[config.mk]
export PLATFORM = sky130hd
export DESIGN_NAME = param_rr_arbiter
export DESIGN_NICKNAME = d
export VERILOG_FILES = /design/src/rtl/param_rr_arbiter.sv
export SDC_FILE = /design/constraint.sdc
export NUM_CORES = 1
export LEC_CHECK = 0
export ABC_AREA = 1
export CORE_ASPECT_RATIO = 0.5
export CORE_MARGIN = 5
export CORE_UTILIZATION = 46
export CTS_CLUSTER_DIAMETER = 120
export CTS_CLUSTER_SIZE = 24
export DETAILED_ROUTE_END_ITERATION = 10
export GPL_ROUTABILITY_DRIVEN = 0
export PLACE_DENSITY = 0.84
export SETUP_SLACK_MARGIN = 0.4
export SYNTH_ARGS = -nofsm -noshare
export SYNTH_HDL_FRONTEND = slang
export SYNTH_SLANG_ARGS = --single-unit
[constraint.sdc]
create_clock -name clk -period 3.7 [get_ports clk]
set_input_delay 0.37 -clock clk [delete_from_list [all_inputs] [get_ports clk]]
set_output_delay 0.37 -clock clk [all_outputs]
set_load 0.05 [all_outputs]
[src/rtl/param_rr_arbiter.sv]
// rtl/param_rr_arbiter.sv - round-robin / fixed-priority arbiter with registered valid/ready output; ARB_TIMEOUT_EN adds a hold timeout

module param_rr_arbiter_capture #(
  parameter int WIDTH = 8,
  parameter int IDX_W = 2
) (
  input  logic             clk,
  input  logic             rst_n,
  input  logic             load,
  input  logic [WIDTH-1:0] load_data,
  input  logic [IDX_W-1:0] load_idx,
  output logic [WIDTH-1:0] data,
  output logic [IDX_W-1:0] idx
);

  // Capture the winner on a decision, otherwise keep the last winner visible
  always_ff @(posedge clk or negedge rst_n) begin
    if (!rst_n) begin
      data <= '0;
      idx  <= '0;
    end else if (load) begin
      data <= load_data;
      idx  <= load_idx;
    end
  end

endmodule

module param_rr_arbiter #(
  parameter int    NUM_REQ = 4,
  parameter int    WIDTH   = 8,
  parameter string MODE    = "ROUND_ROBIN",
`ifdef ARB_TIMEOUT_EN
  parameter int    TIMEOUT = 16,
`endif
  localparam int   IDX_W   = (NUM_REQ > 1) ? $clog2(NUM_REQ) : 1
) (
  input  logic                     clk,
  input  logic                     rst_n,
  input  logic [NUM_REQ-1:0]       req,
  input  logic [NUM_REQ*WIDTH-1:0] req_data,
  output logic [NUM_REQ-1:0]       gnt,
  output logic                     out_valid,
  input  logic                     out_ready,
  output logic [WIDTH-1:0]         out_data,
  output logic [IDX_W-1:0]         out_idx,
  output logic                     busy
`ifdef ARB_TIMEOUT_EN
  ,
  output logic                     timeout
`endif
);

  // Any MODE other than "FIXED" falls back to round-robin
  localparam bit FIXED_MODE = (MODE == "FIXED");

  typedef enum logic {
    IDLE = 1'b0,
    HOLD = 1'b1
  } state_t;

  state_t           state;
  logic [IDX_W-1:0] ptr;
  logic [IDX_W-1:0] next_ptr;
  logic [IDX_W-1:0] sel_idx;
  logic [WIDTH-1:0] sel_data;
  logic             sel_found;
  logic             accept;
  logic             load;

`ifdef ARB_TIMEOUT_EN
  localparam int CNT_W = (TIMEOUT > 1) ? $clog2(TIMEOUT + 1) : 1;
  logic [CNT_W-1:0] hold_cnt;
`endif

  assign accept   = (state == HOLD) && out_valid && out_ready;
  assign load     = (state == IDLE) && sel_found;
  assign next_ptr = (out_idx == IDX_W'(NUM_REQ - 1)) ? '0 : out_idx + 1'b1;

  // Scan requests starting at ptr (round-robin) or at 0 (fixed), wrapping modulo NUM_REQ
  always_comb begin
    logic [IDX_W:0]   sum;
    logic [IDX_W-1:0] cand;
    sel_found = 1'b0;
    sel_idx   = '0;
    sum       = '0;
    cand      = '0;
    for (int k = 0; k < NUM_REQ; k++) begin
      sum = {1'b0, (FIXED_MODE ? {IDX_W{1'b0}} : ptr)} + (IDX_W + 1)'(k);
      if (sum >= (IDX_W + 1)'(NUM_REQ)) begin
        sum = sum - (IDX_W + 1)'(NUM_REQ);
      end
      cand = sum[IDX_W-1:0];
      if (!sel_found && req[cand]) begin
        sel_found = 1'b1;
        sel_idx   = cand;
      end
    end
  end

  // Route the selected requester's data lane to the capture register
  always_comb begin
    sel_data = req_data[WIDTH-1:0];
    for (int i = 0; i < NUM_REQ; i++) begin
      if (sel_idx == IDX_W'(i)) begin
        sel_data = req_data[i*WIDTH +: WIDTH];
      end
    end
  end

  // Grant pulse to the captured winner in the cycle its transfer is accepted
  always_comb begin
    gnt          = '0;
    gnt[out_idx] = accept;
  end

  param_rr_arbiter_capture #(
    .WIDTH (WIDTH),
    .IDX_W (IDX_W)
  ) u_capture (
    .clk       (clk),
    .rst_n     (rst_n),
    .load      (load),
    .load_data (sel_data),
    .load_idx  (sel_idx),
    .data      (out_data),
    .idx       (out_idx)
  );

  // Decide in IDLE, hold the captured word until accepted (or timed out), then release
  always_ff @(posedge clk or negedge rst_n) begin
    if (!rst_n) begin
      state     <= IDLE;
      out_valid <= 1'b0;
      busy      <= 1'b0;
      ptr       <= '0;
`ifdef ARB_TIMEOUT_EN
      hold_cnt  <= '0;
      timeout   <= 1'b0;
`endif
    end else begin
`ifdef ARB_TIMEOUT_EN
      timeout <= 1'b0;
`endif
      case (state)
        IDLE: begin
          if (sel_found) begin
            state     <= HOLD;
            out_valid <= 1'b1;
            busy      <= 1'b1;
`ifdef ARB_TIMEOUT_EN
            hold_cnt  <= '0;
`endif
          end
        end
        HOLD: begin
          if (accept) begin
            state     <= IDLE;
            out_valid <= 1'b0;
            busy      <= 1'b0;
            if (!FIXED_MODE) begin
              ptr <= next_ptr;
            end
          end
`ifdef ARB_TIMEOUT_EN
          else if (hold_cnt == CNT_W'(TIMEOUT - 1)) begin
            state     <= IDLE;
            out_valid <= 1'b0;
            busy      <= 1'b0;
            timeout   <= 1'b1;
            if (!FIXED_MODE) begin
              ptr <= next_ptr;
            end
          end else begin
            hold_cnt <= hold_cnt + 1'b1;
          end
`endif
        end
        default: begin
          state     <= IDLE;
          out_valid <= 1'b0;
          busy      <= 1'b0;
        end
      endcase
    end
  end

endmodule

# [Word-level counts from Yosys, hierarchy flattened]
# Index checks and enable logic that the tools add are counted.
[totals] reg_bits=14 in_bits=39 out_inout_bits=16 word_cells=75
[op_classes] reduce_logical=12 n_lt_le_gt_ge=10 n_addsub=8 bitwise=2 eq_ne=6 mux=32
[ops] op="$mux 8" n=3
[ops] op="$mux 2" n=9
[ops] op="$lt 2x3->1 const B" n=5
[ops] op="$mux 1" n=13
[ops] op="$ge 3x3->1 const B" n=3
[ops] op="$bmux 1 s2" n=4
[ops] op="$sub 2x1->2 const B" n=4
[ops] op="$logic_and 1x1->1" n=7
[ops] op="$add 2x2->3 const B" n=2
[ops] op="$eq 2x2->1 const B" n=3
[ops] op="$and 4x4->4" n=1
[ops] op="$pmux 1 s2" n=2
[ops] op="$reduce_and 2->1" n=2
[ops] op="$add 2x1->3 const B" n=1
[ops] op="$ge 2x3->1 const B" n=1
[ops] op="$logic_not 1->1" n=3
[ops] op="$add 2x1->2 const B" n=1
[ops] op="$demux 1 s2" n=1
[ops] op="$eq 2x1->1 const B" n=1
[ops] op="$ge 2x1->1 const B" n=1
[ops] op="$ne 2x1->1 const B" n=1
[ops] op="$ne 2x2->1 const B" n=1
[ops] op="$not 1->1" n=1

# [Depth between registers and ports, before layout]
[logic_depth] ltp_word=18 ltp_mapped=16 mapped_depth_nobuf=16

# [By module]
# From an unflattened synthesis, not the netlist that was laid out.
[unflattened] cells_unflattened=204 area_unflattened_um2=1288.7
[by_module_without_submodules] module="param_rr_arbiter" seq_area_each_um2=100.1 area_each_um2=910.9 cells_per_inst=162 instances=1
[by_module_without_submodules] module="param_rr_arbiter_capture" seq_area_each_um2=250.2 area_each_um2=377.9 cells_per_inst=42 instances=1

# [Worst setup path after synthesis]
# Ideal clock, no wire load.
[synth_path] path_kind="register -> output" startpoint="register u_capture.idx[1]" endpoint="output port gnt[3]" path_buffers=0 arrival_time_ps=1596 stages_incl_launch_ff=4 path_slack_ps=1734 cell_sequence="dfrtp_1 ha_1 inv_1 nor2_1"
[synth_between] elab_chain_len=5
[synth_rtl] element="start: declaration" line_no="13" source="output logic [IDX_W-1:0] idx"
[synth_rtl] element="start signal: assignment" line_no="23" source="idx <= load_idx;"
[synth_rtl] element="$lt 2x3->1 (implied by the code) or $ge 2x1->1 (tied branches)" line_no="114" source="gnt[out_idx] = accept;"
[synth_rtl] element="$logic_and 1x1->1 (implied by the code)" line_no="114"
[synth_rtl] element="$mux 1 (implied by the code)" line_no="114"
[synth_rtl] element="$demux 1 s2 (*)" line_no="114"
[synth_rtl] element="$and 4x4->4 (no source line) (*)"
[synth_rtl] element="end: declaration" line_no="42" source="output logic [NUM_REQ-1:0] gnt,"
# Every way passes the cells marked *; elsewhere a longest branch is shown, timed or not.

# [Final worst setup path]
[layout_path] startpoint="input port out_ready" endpoint="output port gnt[1]"
[layout_between] elab_chain_len=2
[layout_rtl] element="start: declaration" line_no="44" source="input logic out_ready,"
[layout_rtl] element="$logic_and 1x1->1" line_no="76" source="assign accept = (state == HOLD) && out_valid && out_ready;"
[layout_rtl] element="$and 4x4->4 (no source line)"
# Every way passes these cells.

==> impl_results.md <==
- Initial Utilization: 0.487
- VDD IR max: 0.458 mV
- Simple-gate share of the synthesized area: 0.426
- Crit path kind: input pin to primary output
- Distinct cells, synth: 19
- R2R depth: 15
- Leak pwr: 1.01 nW
- Worst min-delay path class: register to register
- Placed cell count: 295
- Clock Tree Root: clkbuf_8
- Fraction of registers with async set/reset: 1.00
- Crit path depth: 4
- Residual DRC: 0
- N_diodes: 0
- Std cell rows: 13
- Die height: 47.4 µm
- Routed Antenna Nets: 0
- NumNets Final: 306
- Largest net degree at the start of global routing: 23
- CTS buffer count: 3
- Dominant cell by count in the synthesized netlist: nand2_1
- Layout Cells excl Fill: 298
- Worst r2r dst: u_capture.data[4]$_DFFE_PN0P_
- Mapped Nets: 252
- Final worst path period share: 0.632
- RSZ-0062 raised after global routing: false
- Status: completed
- Critical path arrival: 1970 ps
- Max frequency: 0.427 GHz
- Area of the core: 2640 µm²
- Hold buffer count at cts: 0
- Setup crit start kind: input pin
- Vias in the first global route: 1257
- Predominant post-synthesis flop cell: dfrtp_1
- Fillers: 248
- Gr ovfl total: 0
- CTS clk-pin slew, worst paths: 50 ps
- Num Clock Sinks: 14
- Worst skew pair latency: 250 ps
- Final setup fails: 0
- Crit path required time: 3330 ps
- Synth cell count leaders: nand2_1, inv_1, nand3_1, dfrtp_1, o21ai_1
- Setup WS pre-CTS: 1300 ps
- Initial antenna violation count: 0
- CP bufs+invs: 2
- Crit path max fanout: 5
- Post-DP HPWL: 2.75 mm
- Worst Tran Pin Value: 621 ps
- Via count: 1430
- Main combinational cell family by area after synthesis: simple AND/OR/NAND/NOR gates
- Fin. max-slew vios: 0
- Min Hold Slack: 473 ps
- PwrDens: 1050 nW/µm²
- Placed cell areas: 1830 µm²
- Most used cell, CP: clkdlybuf4s50_1
- Cell area after layout: 1870 µm²
- Synthesis-to-finish area growth: 45.8%
- IO buf count: 54
- Overall die width: 84.7 µm
- Fin crit period: 2340 ps
- Crit end category: primary output
- Layout cells sized above 1: 0.0881
- Clock buffer depth: 2
- Origin of the worst setup path: out_ready
- Synth Instances: 209
- Adder-Cell Fraction of Synth Area: 0.0390
- Yosys reg bits: 14
- IO Count: 55
- Post-synth EDFFs: 0
- Initial drt markers: 72
- H-tree levels: 1
- Setup slack after layout: 1360 ps
- GRT Resource Usage Total: 0.168
- Worst R2R Start: ptr[0]$_DFFE_PN0P_
- Maxcap violations: 0
- Final wirelength: 3.32 mm
- Hold Violations, Final: 0
- Xor/xnor cell area share of the yosys netlist: 0
- Global-route wire length before repair: 5.34 mm
- Critical Path Sink: gnt[1]
- Post-CTS sizing: 0
- Delay-heaviest family, CP: buffers and inverters
- Final setup TNS: 0 ps
- Detailed Routing Iterations Pass 1: 4
- CP Cell Sequence: clkdlybuf4s50_1 > nand3_1 > nor2_1 > clkdlybuf4s50_1
- Largest cells by area after synthesis: dfrtp_1, nand2_1, inv_1
- Worst-case clock skew: 4.97 ps
- CP max stage cell: clkdlybuf4s50_1
- Drt wl/cell: 11.1 µm
- Synth Area in Compound Gates: 0.0975
- Via/cell ratio: 4.80
- Max-slew headroom: 0.585
- CP max stage delay: 830 ps
- Area leader, netlist: dfrtp_1
- Mux share of post-synthesis cell area: 0
- Post-synthesis instance area: 1280 µm²
- CTS tree: done
- Top-area cell type share of the netlist area: 0.273
- Register area share after synthesis: 0.273
- DIE AREA: 4010 µm²
- Post-CTS setup buffers: 0
- R2r setup slk: 1370 ps
- Syn_area_per_cell: 6.14 µm²
- Syn. warnings: 0
## metal layers
layer,wire length (µm),track usage,vias to the layer above
met5,0,0,-
met4,17,0.0379,0
met3,128,0.0385,2
met2,1790,0.334,33
met1,1390,0.192,659
li1,-,-,736
## cell families after synthesis
| kind of cell | Yosys count |
|---|---|
| AO/OA/AOI/OAI | 25 |
| adder cells (fa/ha/maj) | 4 |
| buffers and inverters | 49 |
| flip-flops | 14 |
| AND/OR/NAND/NOR | 117 |
## power by group
| group | leakage [nW] | internal (mW) | total, mW | switching, mW |
|---|---|---|---|---|
| logic | 0.822 | 0.501 | 1.54 | 1.04 |
| registers | 0.169 | 0.235 | 0.305 | 0.0704 |
| clock network | 0.0216 | 0.0721 | 0.126 | 0.0540 |
## metrics by stage
step | total power, mW | util
after floorplan | 1.52 | -
after global placement | 1.79 | 0.695
after CTS | 1.97 | 0.710
final | 1.97 | 0.710
after detailed placement | 1.84 | 0.695
after global routing | 2.16 | 0.710
## state kept, by name (all words and copies together), names as in the netlist
name	flops
u_capture.data	8
ptr	2
u_capture.idx	2
busy	1
state	1
## worst min-delay path by stage
stage                                             start                            end  slack, ps  cells after the start
final                     u_capture.data[3]$_DFFE_PN0P_  u_capture.data[3]$_DFFE_PN0P_        470                      2
after floorplan                                   rst_n               busy$_DFFE_PN0P_         70                      0
after detailed placement  u_capture.data[3]$_DFFE_PN0P_  u_capture.data[3]$_DFFE_PN0P_        460                      2
after global placement    u_capture.data[7]$_DFFE_PN0P_  u_capture.data[7]$_DFFE_PN0P_        470                      2
after CTS                 u_capture.data[3]$_DFFE_PN0P_  u_capture.data[3]$_DFFE_PN0P_        480                      2
after global routing      u_capture.data[3]$_DFFE_PN0P_  u_capture.data[3]$_DFFE_PN0P_        500                      2
## cell usage in the layout, fill, tap and decap left out
cell	count
nand2_2	6
ha_1	4
o21ai_0	6
nand4_1	1
nand2_1	74
a21oi_1	9
nor2_4	2
nand2_4	4
clkdlybuf4s50_1	54
buf_4	1
nand3_2	3
o21ai_1	10
inv_4	1
clkbuf_8	3
nor2_1	6
inv_2	3
nand3_1	21
inv_1	39
dfrtp_1	14
## cell type report
type	instances	area, µm²	area share
clock buffers	3	41.3	0.0221
repair buffers	55	548	0.293
inverters	43	164	0.0876
well taps	37	46.3	0.0247
flip-flops and latches	14	350	0.187
multi-input cells	146	722	0.386
## worst min-delay path: stages (launching register included)
cell,delay [ps]
dfrtp_1,340
nand2_1,50
nand2_1,50
Power figures use the tool's default switching activity.
